**src/rtl/cmd_pkg.sv**
```systemverilog
// Shared instruction-format definitions for the command encoder and the instruction decoder:
// code types, modes, opcodes, and word-count and legality helpers.
package cmd_pkg;

    localparam logic [2:0] CODE_TYPE_INT = 3'b000;
    localparam logic [2:0] CODE_TYPE_REG = 3'b001;
    localparam logic [2:0] CODE_TYPE_IMM = 3'b010;
    localparam logic [2:0] CODE_TYPE_JMP = 3'b100;
    localparam logic [2:0] CODE_TYPE_CTL = 3'b111;

    localparam logic CODE_MODE_USR = 1'b0;
    localparam logic CODE_MODE_ADM = 1'b1;

    localparam int CODE_OPCD_HLT = 0;
    localparam int CODE_OPCD_ADD = 1;
    localparam int CODE_OPCD_SUB = 2;
    localparam int CODE_OPCD_SJF = 3;

    // Stream words per command; 0 marks a code type with no defined format.
    function automatic logic [1:0] code_word_count(input logic [2:0] code_type);
        case (code_type)
            CODE_TYPE_CTL, CODE_TYPE_INT: code_word_count = 2'd1;
            CODE_TYPE_JMP:                code_word_count = 2'd2;
            CODE_TYPE_REG, CODE_TYPE_IMM: code_word_count = 2'd3;
            default:                      code_word_count = 2'd0;
        endcase
    endfunction

    // Control commands are reserved for admin mode.
    function automatic logic code_is_legal(input logic admin_flag, input logic [2:0] code_type);
        case (code_type)
            CODE_TYPE_INT, CODE_TYPE_REG,
            CODE_TYPE_IMM, CODE_TYPE_JMP: code_is_legal = 1'b1;
            CODE_TYPE_CTL:                code_is_legal = (admin_flag == CODE_MODE_ADM);
            default:                      code_is_legal = 1'b0;
        endcase
    endfunction

endpackage

```
**src/rtl/cmd_encoder.sv**
```systemverilog
// Serializes one command into a 1-3 word instruction stream (header, opdata0, opdata1).
// Define CMD_ENCODER_PIPE_EN to accept the next command during the final word (zero-bubble streams).
module cmd_encoder
    import cmd_pkg::*;
#(
    parameter int BUS_WIDTH = 32
) (
    input  logic                 clk,
    input  logic                 nreset,
    input  logic                 cmd_valid,
    output logic                 cmd_ready,
    input  logic                 cmd_admin_flag,
    input  logic [2:0]           cmd_code_type,
    input  logic [BUS_WIDTH-5:0] cmd_opcode,
    input  logic [BUS_WIDTH-1:0] cmd_opdata0,
    input  logic [BUS_WIDTH-1:0] cmd_opdata1,
    output logic [BUS_WIDTH-1:0] data_out,
    output logic                 out_valid,
    input  logic                 out_ready,
    output logic                 encoder_error
);

    typedef enum logic [4:0] {
        ST_IDLE  = 5'b00001,
        ST_HEAD  = 5'b00010,
        ST_OP0   = 5'b00100,
        ST_OP1   = 5'b01000,
        ST_ERROR = 5'b10000
    } state_t;

    state_t                 state, state_nxt;
    logic                   admin_q;
    logic [2:0]             type_q;
    logic [BUS_WIDTH-5:0]   opcode_q;
    logic [BUS_WIDTH-1:0]   op0_q, op1_q;
    logic [1:0]             word_count;
    logic                   accept;

    assign word_count = code_word_count(type_q);
    assign accept     = cmd_valid && cmd_ready;

`ifdef CMD_ENCODER_PIPE_EN
    logic last_word;
    assign last_word = (state == ST_HEAD && word_count == 2'd1) ||
                       (state == ST_OP0  && word_count == 2'd2) ||
                       (state == ST_OP1);
`endif

    always_comb begin
        // NOTE: every output of this block gets a default first, so no path can infer a latch.
        state_nxt     = state;
        cmd_ready     = 1'b0;
        out_valid     = 1'b0;
        data_out      = '0;
        encoder_error = 1'b0;
        case (state)
            ST_IDLE: begin
                cmd_ready = 1'b1;
                if (cmd_valid)
                    state_nxt = code_is_legal(cmd_admin_flag, cmd_code_type) ? ST_HEAD : ST_ERROR;
            end
            ST_HEAD: begin
                out_valid = 1'b1;
                data_out  = {admin_q, type_q, opcode_q};
                if (out_ready)
                    state_nxt = (word_count == 2'd1) ? ST_IDLE : ST_OP0;
            end
            ST_OP0: begin
                out_valid = 1'b1;
                data_out  = op0_q;
                if (out_ready)
                    state_nxt = (word_count == 2'd2) ? ST_IDLE : ST_OP1;
            end
            ST_OP1: begin
                out_valid = 1'b1;
                data_out  = op1_q;
                if (out_ready)
                    state_nxt = ST_IDLE;
            end
            ST_ERROR: encoder_error = 1'b1;
            default:  state_nxt = ST_IDLE;
        endcase
`ifdef CMD_ENCODER_PIPE_EN
        // The final word and the next command hand off in the same cycle.
        if (last_word && out_ready) begin
            cmd_ready = 1'b1;
            if (cmd_valid)
                state_nxt = code_is_legal(cmd_admin_flag, cmd_code_type) ? ST_HEAD : ST_ERROR;
        end
`endif
    end

    always_ff @(posedge clk or negedge nreset) begin
        if (!nreset) begin
            state    <= ST_IDLE;
            // NOTE: the command registers are reset too, so a dropped command leaves nothing stale behind.
            admin_q  <= 1'b0;
            type_q   <= '0;
            opcode_q <= '0;
            op0_q    <= '0;
            op1_q    <= '0;
        end else begin
            // NOTE: non-blocking assignments so every register samples pre-edge values.
            state <= state_nxt;
            if (accept) begin
                admin_q  <= cmd_admin_flag;
                type_q   <= cmd_code_type;
                opcode_q <= cmd_opcode;
                op0_q    <= cmd_opdata0;
                op1_q    <= cmd_opdata1;
            end
        end
    end

endmodule

```
**config.mk**
```make
export PLATFORM = sky130hd
export DESIGN_NAME = cmd_encoder
export DESIGN_NICKNAME = d
export VERILOG_FILES = /design/src/rtl/cmd_pkg.sv /design/src/rtl/cmd_encoder.sv
export SDC_FILE = /design/constraint.sdc
export NUM_CORES = 1
export LEC_CHECK = 0
export ABC_AREA = 1
export CORE_UTILIZATION = 30
export DETAILED_ROUTE_END_ITERATION = 12
export PLACE_DENSITY = 0.59
export SLEW_MARGIN = 20
export SYNTH_ARGS = -nofsm -noshare
export SYNTH_HDL_FRONTEND = slang
export SYNTH_SLANG_ARGS = --single-unit
```
**constraint.sdc**
```tcl
create_clock -name clk -period 2.3 [get_ports clk]
set_clock_uncertainty 0.1 [all_clocks]
set_input_delay 0.69 -clock clk [delete_from_list [all_inputs] [get_ports clk]]
set_output_delay 0.69 -clock clk [all_outputs]
set_load 0.1 [all_outputs]
```
==> impl_metrics.env, run 1 <==
export IMPL_violations="negative setup slack"
export IMPL_die_area_sq_mm=0.0163
export IMPL_core_sq_mm=0.0153
export IMPL_synth_cells=612
export IMPL_path_cells="nor2_4, nand3_2, inv_4, buf_12, clkbuf_16, nand2_1, nand3_4, buf_12"
export IMPL_netlist_area_sq_mm=0.00474
export IMPL_h_tree_depth=3
export IMPL_grt_pass1_vias=4484
export IMPL_path_class="reg2out"
export IMPL_clkTransAtPathRegs_ns=0.07
export IMPL_cts_root_buffer="clkbuf_16"
export IMPL_cp_max_fo=11
export IMPL_period_needed_ns=2.61
export IMPL_cts_sinks=101
export IMPL_hold_viol=0
export IMPL_drive_above_1_share_pct=21.2
export IMPL_drt_wl_total_um=14000
export IMPL_p_switching_uw=732
export IMPL_fmax_mhz=383
export IMPL_numCtsBuffers=9
export IMPL_slew_headroom_pct=63.3
export IMPL_setup_viol=35
export IMPL_fin_nets=850
export IMPL_synth_simple_area_share_pct=39.6
export IMPL_worst_pin_slew_ns=0.550
export IMPL_r2r_end="op1_q[14]"
export IMPL_io_buffers=134
export IMPL_min_path_type="in2async"
export IMPL_antenna_left=0
export IMPL_r2r_start="state[0]"
export IMPL_grt_start_max_net_pins=102
export IMPL_synth_area_mux_share_pct=0
export IMPL_avgViaCountPerCell=4.73
export IMPL_hold_buffers=0
export IMPL_grt_total_usage_pct=17.8
export IMPL_via_count=4563
export IMPL_postLayoutSetupSlackWorst_ns=-0.314
export IMPL_p_per_area_mw_per_mm2=449
export IMPL_insertion_delay_ns=0.35
export IMPL_tns_ns=-8.51
export IMPL_wl_per_cell_um=14.5
export IMPL_fp_dieH_um=128
export IMPL_endpoint_kind="output port"
export IMPL_slowest_delay_ns=0.59
export IMPL_placed_area_sq_mm=0.00703
export IMPL_ys_ff_latch=101
export IMPL_p_leak_uw=0.00388
export IMPL_yosysSeqAreaShare_pct=53.3
export IMPL_synth_edf_count=0
export IMPL_grt_use_met2_pct=29.3
export IMPL_internal_power_uw=2690
export IMPL_io_pins=135
export IMPL_clk_path_buf_depth=2
export IMPL_syn_mean_instance_area_sq_um=7.75
export IMPL_crit_path_top_delay_cell="dfstp_2"
export IMPL_ys_flop_type="dfrtp_1"
export IMPL_cts_tree="built"
export IMPL_reg2regPathDepth=9
export IMPL_postLayoutCellArea_sq_mm=0.00761
export IMPL_combPwrFrac_pct=7.3
export IMPL_antennaDiodeCount=0
export IMPL_use_met1_pct=23.6
export IMPL_synth_compound_area_share_pct=1.00
export IMPL_top_usage_layer="met2"
export IMPL_final_common_cell="nand2_1"
export IMPL_power_frac_seq_pct=52.0
export IMPL_async_reset_ff_share_pct=100
export IMPL_antenna_found_initial=0
export IMPL_ir_worst_vdd_uv=367
export IMPL_syn_nets=712
export IMPL_cp_required_ns=1.51
export IMPL_hpwl_um=9230
export IMPL_final_cell_mix="264 x nand2_1, 103 x nand3_1, 99 x dfrtp_1"
export IMPL_clkPwrFrac_pct=40.7
export IMPL_synth_top_family_by_area="simple AND/OR/NAND/NOR gates"
export IMPL_drtPass1Iterations=5
export IMPL_fin_crit_sh_pct=114
export IMPL_cp_data_arrival_time_ns=1.82
export IMPL_grt_use_met3_pct=2.67
export IMPL_drv_cap=0
export IMPL_place_congestion=0.829
export IMPL_drv_slew=0
export IMPL_initialDrtViolationCount=265
export IMPL_grt_overflow_total=0
export IMPL_swShare_pct=21.4
export IMPL_dieWidth_um=128
export IMPL_rrSetupSlack_ns=0.32
export IMPL_num_rows=45
export IMPL_start_kind="flip-flop"
export IMPL_crit_top_cell="buf_12"
export IMPL_synthToLayoutAreaGrowth_pct=60.6
export IMPL_yosysWarningCount=0
export IMPL_grt_setup_unrepaired="yes"
export IMPL_synthAdderAreaFrac_pct=0
export IMPL_status="finished, violations left"
export IMPL_initial_core_util_pct=31.0
export IMPL_synth_xor_area_share_pct=0
export IMPL_drc=0
export IMPL_synth_distinct_cells=20
export IMPL_grt_pass1_wl_um=22600
==> state kept, by name (all words and copies together) (netlist names) <==
name      cells
state         5
op1_q        32
op0_q        32
opcode_q     28
admin_q       1
type_q        3
==> cell type report <==
class                      instances  area, sq um
fill                            1462         7700
multi-input combinational        455         2410
tap                              211          264
inverter                          16         72.6
timing repair buffer             167         2080
sequential                       101         2530
clock inverter                     2         10.0
clock buffer                      13          250
==> worst max-delay path: cells and delay by family, from the launching register on <==
kind	cells	cell delay, ns
flops	1	0.59
buf+inv	4	0.52
simple gates	4	0.37
==> through the flow <==
stage / utilization (%) / power, uW / std cells / setup WS [ns] / hold WS [ns]
after global placement: 45.9 / 2060 / 934 / 0.109 / 0.354
after CTS: 48.8 / 3470 / 955 / -0.254 / 0.318
after floorplan: - / 1840 / 612 / -0.641 / 0.294
final: 49.7 / 3420 / 965 / -0.314 / 0.286
after detailed placement: 45.9 / 2060 / 934 / 0.0399 / 0.359
after global routing: 49.7 / 3540 / 965 / -0.378 / 0.340
==> cell usage after synthesis, types with 2 or more instances <==
| library cell | instances | area share (%) |
|---|---|---|
| nand2_1 | 296 | 23 |
| nand3_1 | 134 | 14 |
| dfrtp_1 | 100 | 53 |
| buf_2 | 25 | 2.6 |
| inv_1 | 14 | 1.1 |
| nor2_1 | 10 | 0.79 |
| buf_4 | 6 | 0.95 |
| clkbuf_1 | 6 | 0.47 |
| a21oi_1 | 4 | 0.42 |
| buf_6 | 3 | 0.71 |
| o211ai_1 | 3 | 0.47 |
| nand3_2 | 2 | 0.42 |
| nand4_1 | 2 | 0.26 |
==> power groups by stage <==
stage	sequential [uW]	combinational, uW	clock (uW)
2_1_floorplan	1810	29.3	0
3_3_place_gp	1810	254	0
3_5_place_dp	1810	253	0
4_1_cts	1780	255	1440
5_1_grt	1770	272	1490
6_report	1780	250	1390
==> routing by layer <==
metal,up-vias,part of all wire [%]
li1,2228,-
met1,2169,44
met2,147,49
met3,19,5.1
met4,0,1.8
met5,-,0
==> cells by family after synthesis <==
kind of cell,Yosys count
AOI/OAI and AO/OA,8
and+or+nand+nor,447
DFF,101
buffers and inverters,56
==> worst max-delay path by stage <==
| stage | from | endpoint | slack, ns |
|---|---|---|---|
| finish | state[0] | data_out[7] | -0.31 |
| global route | state[1] | data_out[29] | -0.38 |
| CTS | state[1] | data_out[29] | -0.25 |
| detailed placement | state[1] | data_out[29] | 0.04 |
| global placement | state[0] | data_out[30] | 0.11 |
| floorplan | state[2] | data_out[28] | -0.64 |
==> repair_timing <==
action                     CTS  global route
resized for setup           43            15
setup buffers                5             9
cloned                       1             1
pin swaps                    7             5
setup endpoints to repair   34            34
No activity file was read; power rests on OpenSTA's default activity.
==> inputs of run 2 (changes only) <==
TNS_END_PERCENT = 100   (was unset)
==> results of run 2 <==
No change in the layout: final DEF, timing and power equal those of run 1.
